[src/rtl/fb_scan_reader.sv]
// Frame-buffer scan reader: turns the VGA raster position into incremental RAM read
// addresses and turns the returned pixels (gray8 / RGB332) into RGB for the DAC.
module fb_scan_reader #(
   parameter int unsigned SRC_W      = 640,
   parameter int unsigned SRC_H      = 480,
   parameter int unsigned ADDR_W     = 20,
   parameter int unsigned H_OFS      = 144,
   parameter int unsigned V_OFS      = 36,
   parameter int unsigned SCALE_LOG2 = 0,
   parameter int unsigned RAM_LAT    = 1,
   parameter logic [7:0]  BORDER     = 8'h00
) (
   input  logic              clk,
   input  logic              reset_n,
   input  logic [10:0]       x,
   input  logic [10:0]       y,
   input  logic              ativo,
   input  logic              fmt_rgb332,
   output logic [ADDR_W-1:0] read_addr,
   output logic              re,
   input  logic [7:0]        data_in,
   output logic [7:0]        vga_r,
   output logic [7:0]        vga_g,
   output logic [7:0]        vga_b,
   output logic              frame_start
);

   localparam int unsigned H_END    = H_OFS + (SRC_W << SCALE_LOG2);
   localparam int unsigned V_END    = V_OFS + (SRC_H << SCALE_LOG2);
   localparam logic [1:0]  SUB_LAST = 2'((1 << SCALE_LOG2) - 1);

   logic              in_img_c;
   logic              border_c;
   logic              first_col_c;
   logic              first_line_c;
   logic              vblank_c;
   logic              line_end_c;
   logic [ADDR_W-1:0] cur_col_c;
   logic [1:0]        cur_sub_c;

   logic [ADDR_W-1:0] col;
   logic [1:0]        sub_col;
   logic [ADDR_W-1:0] line_base;
   logic [1:0]        sub_line;
   logic              line_hit;
   logic              ativo_d;
   logic              fmt_q;
   logic [RAM_LAT:0]  img_pipe;
   logic [RAM_LAT:0]  brd_pipe;

   logic [7:0]        r_c;
   logic [7:0]        g_c;
   logic [7:0]        b_c;

   // Raster decode; the column counters restart at the left edge of the image.
   always_comb begin
      in_img_c     = ativo
                     && (16'(x) >= 16'(H_OFS)) && (16'(x) < 16'(H_END))
                     && (16'(y) >= 16'(V_OFS)) && (16'(y) < 16'(V_END));
      border_c     = ativo && !in_img_c;
      first_col_c  = (16'(x) == 16'(H_OFS));
      first_line_c = (16'(y) == 16'(V_OFS));
      vblank_c     = (16'(y) < 16'(V_OFS));
      line_end_c   = ativo_d && !ativo;
      cur_col_c    = first_col_c ? '0 : col;
      cur_sub_c    = first_col_c ? 2'd0 : sub_col;
   end

   // Stage 0: address generation plus line/frame stepping by accumulation.
   always_ff @(posedge clk) begin
      if (!reset_n) begin
         read_addr   <= '0;
         re          <= 1'b0;
         frame_start <= 1'b0;
         col         <= '0;
         sub_col     <= 2'd0;
         line_base   <= '0;
         sub_line    <= 2'd0;
         line_hit    <= 1'b0;
         ativo_d     <= 1'b0;
         fmt_q       <= 1'b0;
      end else begin
         ativo_d     <= ativo;
         frame_start <= in_img_c && first_col_c && first_line_c;
         re          <= in_img_c;
         if (in_img_c) begin
            read_addr <= line_base + cur_col_c;
            line_hit  <= 1'b1;
            if (cur_sub_c == SUB_LAST) begin
               sub_col <= 2'd0;
               col     <= cur_col_c + ADDR_W'(1);
            end else begin
               sub_col <= cur_sub_c + 2'd1;
               col     <= cur_col_c;
            end
            if (first_col_c && first_line_c) fmt_q <= fmt_rgb332;
         end
         if (vblank_c) begin
            line_base <= '0;
            sub_line  <= 2'd0;
            line_hit  <= 1'b0;
         end else if (line_end_c && line_hit) begin
            line_hit <= 1'b0;
            if (sub_line == SUB_LAST) begin
               sub_line  <= 2'd0;
               line_base <= line_base + ADDR_W'(SRC_W);
            end else begin
               sub_line <= sub_line + 2'd1;
            end
         end
      end
   end

   // Valid/border flags delayed to line up with data_in.
   always_ff @(posedge clk) begin
      if (!reset_n) begin
         img_pipe <= '0;
         brd_pipe <= '0;
      end else begin
         img_pipe <= {img_pipe[RAM_LAT-1:0], in_img_c};
         brd_pipe <= {brd_pipe[RAM_LAT-1:0], border_c};
      end
   end

   // Pixel format expansion and border/blank selection.
   always_comb begin
      r_c = 8'h00;
      g_c = 8'h00;
      b_c = 8'h00;
      if (img_pipe[RAM_LAT]) begin
         if (fmt_q) begin
            r_c = {data_in[7:5], data_in[7:5], data_in[7:6]};
            g_c = {data_in[4:2], data_in[4:2], data_in[4:3]};
            b_c = {4{data_in[1:0]}};
         end else begin
            r_c = data_in;
            g_c = data_in;
            b_c = data_in;
         end
      end else if (brd_pipe[RAM_LAT]) begin
         r_c = BORDER;
         g_c = BORDER;
         b_c = BORDER;
      end
   end

   always_ff @(posedge clk) begin
      if (!reset_n) begin
         vga_r <= 8'h00;
         vga_g <= 8'h00;
         vga_b <= 8'h00;
      end else begin
         vga_r <= r_c;
         vga_g <= g_c;
         vga_b <= b_c;
      end
   end

endmodule

[config.mk]
export PLATFORM = sky130hd
export DESIGN_NAME = fb_scan_reader
export DESIGN_NICKNAME = d
export VERILOG_FILES = /design/src/rtl/fb_scan_reader.sv
export SDC_FILE = /design/constraint.sdc
export NUM_CORES = 1
export LEC_CHECK = 0
export BUFFER_PORTS_ARGS = -buffer_cell sky130_fd_sc_hd__buf_2
export CAP_MARGIN = 30
export CORE_MARGIN = 1
export CORE_UTILIZATION = 40
export DETAILED_ROUTE_END_ITERATION = 16
export GPL_ROUTABILITY_DRIVEN = 0
export PLACE_DENSITY_LB_ADDON = 0.1
export SYNTH_ARGS = -nofsm -noshare
export SYNTH_HDL_FRONTEND = slang
export SYNTH_SLANG_ARGS = --single-unit
[constraint.sdc]
create_clock -name clk -period 4.9 [get_ports clk]
set_clock_uncertainty 0.15 [all_clocks]
set_input_delay 0.245 -clock clk [delete_from_list [all_inputs] [get_ports clk]]
set_output_delay 0.245 -clock clk [all_outputs]
set_load 0.01 [all_outputs]
==> results.md <==
* CTS root buf: clkbuf_8
* Synth Instances at 515
* Leak at 2.008 nW
* Worst-path clk slew at 0.11 ns
* Final Cell Area at 4974 um2
* Post-CTS setup buffers at 0
* Area growth syn-to-layout at 18.69%
* CTS Buffer Depth at 2
* Yosys warnings at 0
* CTS tree: built
* Grt met1 use at 24.50%
* Hpwl dp at 7407 um
* DR pass1 iterations at 4
* Syn avg cell area at 8.136 um2
* Vias in the first global route at 3459
* Initial antenna violation count at 0
* Core area at 9955 um2
* DRC viols at 0
* Vias at 3847
* Largest net degree at the start of global routing at 40
* Die area at 10890 um2
* Sequential area share after synthesis at 41.56%
* Die W at 104.4 um
* FF+latch count, synth at 87
* Htree depth at 3
* Slew @ Worst Pin at 0.7770 ns
* RSZ-0062 raised after global routing: false
* Post-place instance area at 4673 um2
* Worst R2R End: read_addr[19]
* Async SR Flop Fraction at 0%
* Power Dens Cells at 255.5 nW/um2
* Critical Path AT at 3.65 ns
* Final hold vios at 0
* Layout Nets at 634
* Row count at 36
* Most frequent cells in the layout: 87 x dfxtp_1, 79 x buf_2, 76 x nand2_1, 53 x nor2_1, 40 x a21oi_1
* CP Class: input port to flip-flop
* Final Worst Setup Slack at 1.352 ns
* Sinks on Clock Net at 87
* Peak VDD IR at 119.1 uV
* IO Count at 80
* Max_cap viols at 0
* Crit-path max FO at 31
* Slew Viols, Final at 0
* Sw power at 332.3 uW
* Pre-CTS setup slack at 0.9736 ns
* Worst reg2reg path depth at 12
* CTS buffer count at 9
* GRT met2 Usage at 32.40%
* Slew headroom at 48.20%
* DP Cell Count at 702
* Outcome: finished clean
* Share of post-route cells with drive strength above 1 at 18.01%
* Critical path startpoint category: input port
* Most common cell after layout, fill and taps aside: dfxtp_1
* Sequential share of power at 56.0%
* Fin Setup TNS at 0 ns
* Busiest grt layer: met2
* Final wirelength at 10300 um
* Worst Hold Class: input port to flip-flop
* Logic pwr share at 4.4%
* WHS Path Cells at 3
* Overflow after GRT at 0
* Hold Path End: vga_g[0]
* Top_reg_cell synth: dfxtp_1
* Worst setup EP type: flip-flop
* Starting density of the core at 42.09%
* ANT nets after route at 0
* Tmin final at 3.548 ns
* First-pass GRT wire length at 16920 um
* WL per Instance at 14.17 um
* Avg Vias per Cell at 5.292
* Syn_nets at 560
* Number of synthesized flops with an enable pin at 0
* Met3 usage at 3.885%
* CP required at 5.01 ns
* Sw Ratio at 26.15%
* Die H at 104.4 um
* Clock Power Share at 39.6%
* RR Startpoint: col[8]
* Crit share post-route at 72.40%
* # diodes at 0
* Cell-internal power at 938.6 uW
* CP Launch Point: x[0]
* # port buffers at 79
* Finished Layout Cells at 727
* Iteration-0 DRC Markers at 154
* F_max at 281.9 MHz
* Final setup viols at 0
* Synth Cell Area at 4190 um2
* Clock Latency Late Sink at 0.37 ns
* FF-to-FF setup slack at 1.66 ns
* Distinct cell type count after synthesis at 53
* Hold_sp: data_in[0]
* Gr usage total at 19.26%
## cell usage after synthesis (3+ instances only)
cell,instances,area share [%]
ha_1,11,3.3
nand3_1,24,2.9
a22oi_1,3,0.54
a32oi_1,3,0.63
clkbuf_1,29,2.6
nand2_1,76,6.8
nand4_1,8,1.2
o221ai_1,3,0.63
o211ai_1,4,0.72
nor4_1,3,0.45
nor3_1,4,0.48
nor2_1,53,4.7
a211oi_1,9,1.6
dfxtp_1,87,42
xnor2_1,24,5.0
nand2b_1,9,1.3
or3_1,7,1.0
mux2i_1,3,0.72
o21ai_0,14,1.7
and4_1,3,0.63
and3_1,15,2.2
o21ai_1,11,1.3
xor2_1,12,2.5
and2_1,12,1.8
inv_1,14,1.3
a21oi_1,40,4.8
## layout make-up
| class | instances | area [um2] |
|---|---|---|
| Clock buffer | 9 | 123.9 |
| Clock inverter | 7 | 86.33 |
| Fill cell | 982 | 4981 |
| Inverter | 14 | 52.55 |
| Multi-Input combinational cell | 384 | 2280 |
| Sequential cell | 87 | 1742 |
| Tap cell | 133 | 166.4 |
| Timing Repair Buffer | 93 | 523.0 |
## critical path, cell delays in order
cell and delay [ns]:
buf_2 0.11, nor4_4 0.33, nand3_1 0.24, buf_4 0.30, nand2_1 0.12, xnor2_1 0.07
ha_1 0.24, o211ai_1 0.24, a32oi_1 0.15, o21ai_2 0.19, nor2_1 0.06, a211o_1 0.34
o2111a_1 0.16, or3_1 0.40, a2111oi_2 0.38, a311oi_1 0.08
## how the worst max path moves through the flow
| stage | to | cells after the start |
|---|---|---|
| 2_1_floorplan | read_addr[19] | 17 |
| 3_3_place_gp | read_addr[19] | 16 |
| 3_5_place_dp | read_addr[19] | 16 |
| 4_1_cts | read_addr[19] | 16 |
| 5_1_grt | read_addr[19] | 16 |
| 6_report | read_addr[19] | 16 |
## per-layer routing
metal / vias up / part of all wire (%)
met1: 1810 / 47
met5: - / 0
met4: 0 / 1.5
li1: 1942 / -
met2: 81 / 48
met3: 14 / 3.6
## registers in the layout, indices dropped and copies added, names as in the netlist
register     flops
col             20
read_addr       20
line_base       13
vga_b            8
vga_g            8
vga_r            8
img_pipe         2
sub_col          2
sub_line         2
ativo_d          1
fmt_q            1
frame_start      1
line_hit         1
## per-stage QoR
stage	power, mW	utilization, %	hold slack (ns)
2_1_floorplan	0.7524	-	0.2223
3_3_place_gp	0.7779	46.95	0.2874
3_5_place_dp	0.7789	46.95	0.2957
4_1_cts	1.284	49.96	0.002128
5_1_grt	1.328	49.96	0.01878
6_report	1.271	49.96	0.01266
## kinds of logic after synthesis
logic type | count (synthesis) | synth area share [%]
and+or+nand+nor | 224 | 26.07
AOI/OAI and AO/OA | 107 | 16.03
DFF | 87 | 41.56
buffers and inverters | 44 | 4.031
xor gates and xnor gates | 36 | 7.525
adders and majority gates | 12 | 3.523
muxes | 5 | 1.254
## power by group through the flow
stage,logic (mW),clock network [mW],registers (mW)
floorplan,0.0231,0,0.729
global placement,0.0495,0,0.728
detailed placement,0.0504,0,0.728
CTS,0.0562,0.516,0.712
global route,0.0621,0.553,0.713
finish,0.0560,0.503,0.712
## repair_timing
item	CTS	global route
gates resized for setup	0	0
hold endpoints to repair	12	0
hold buffers	9	0
(Power assumes the default switching activity.)
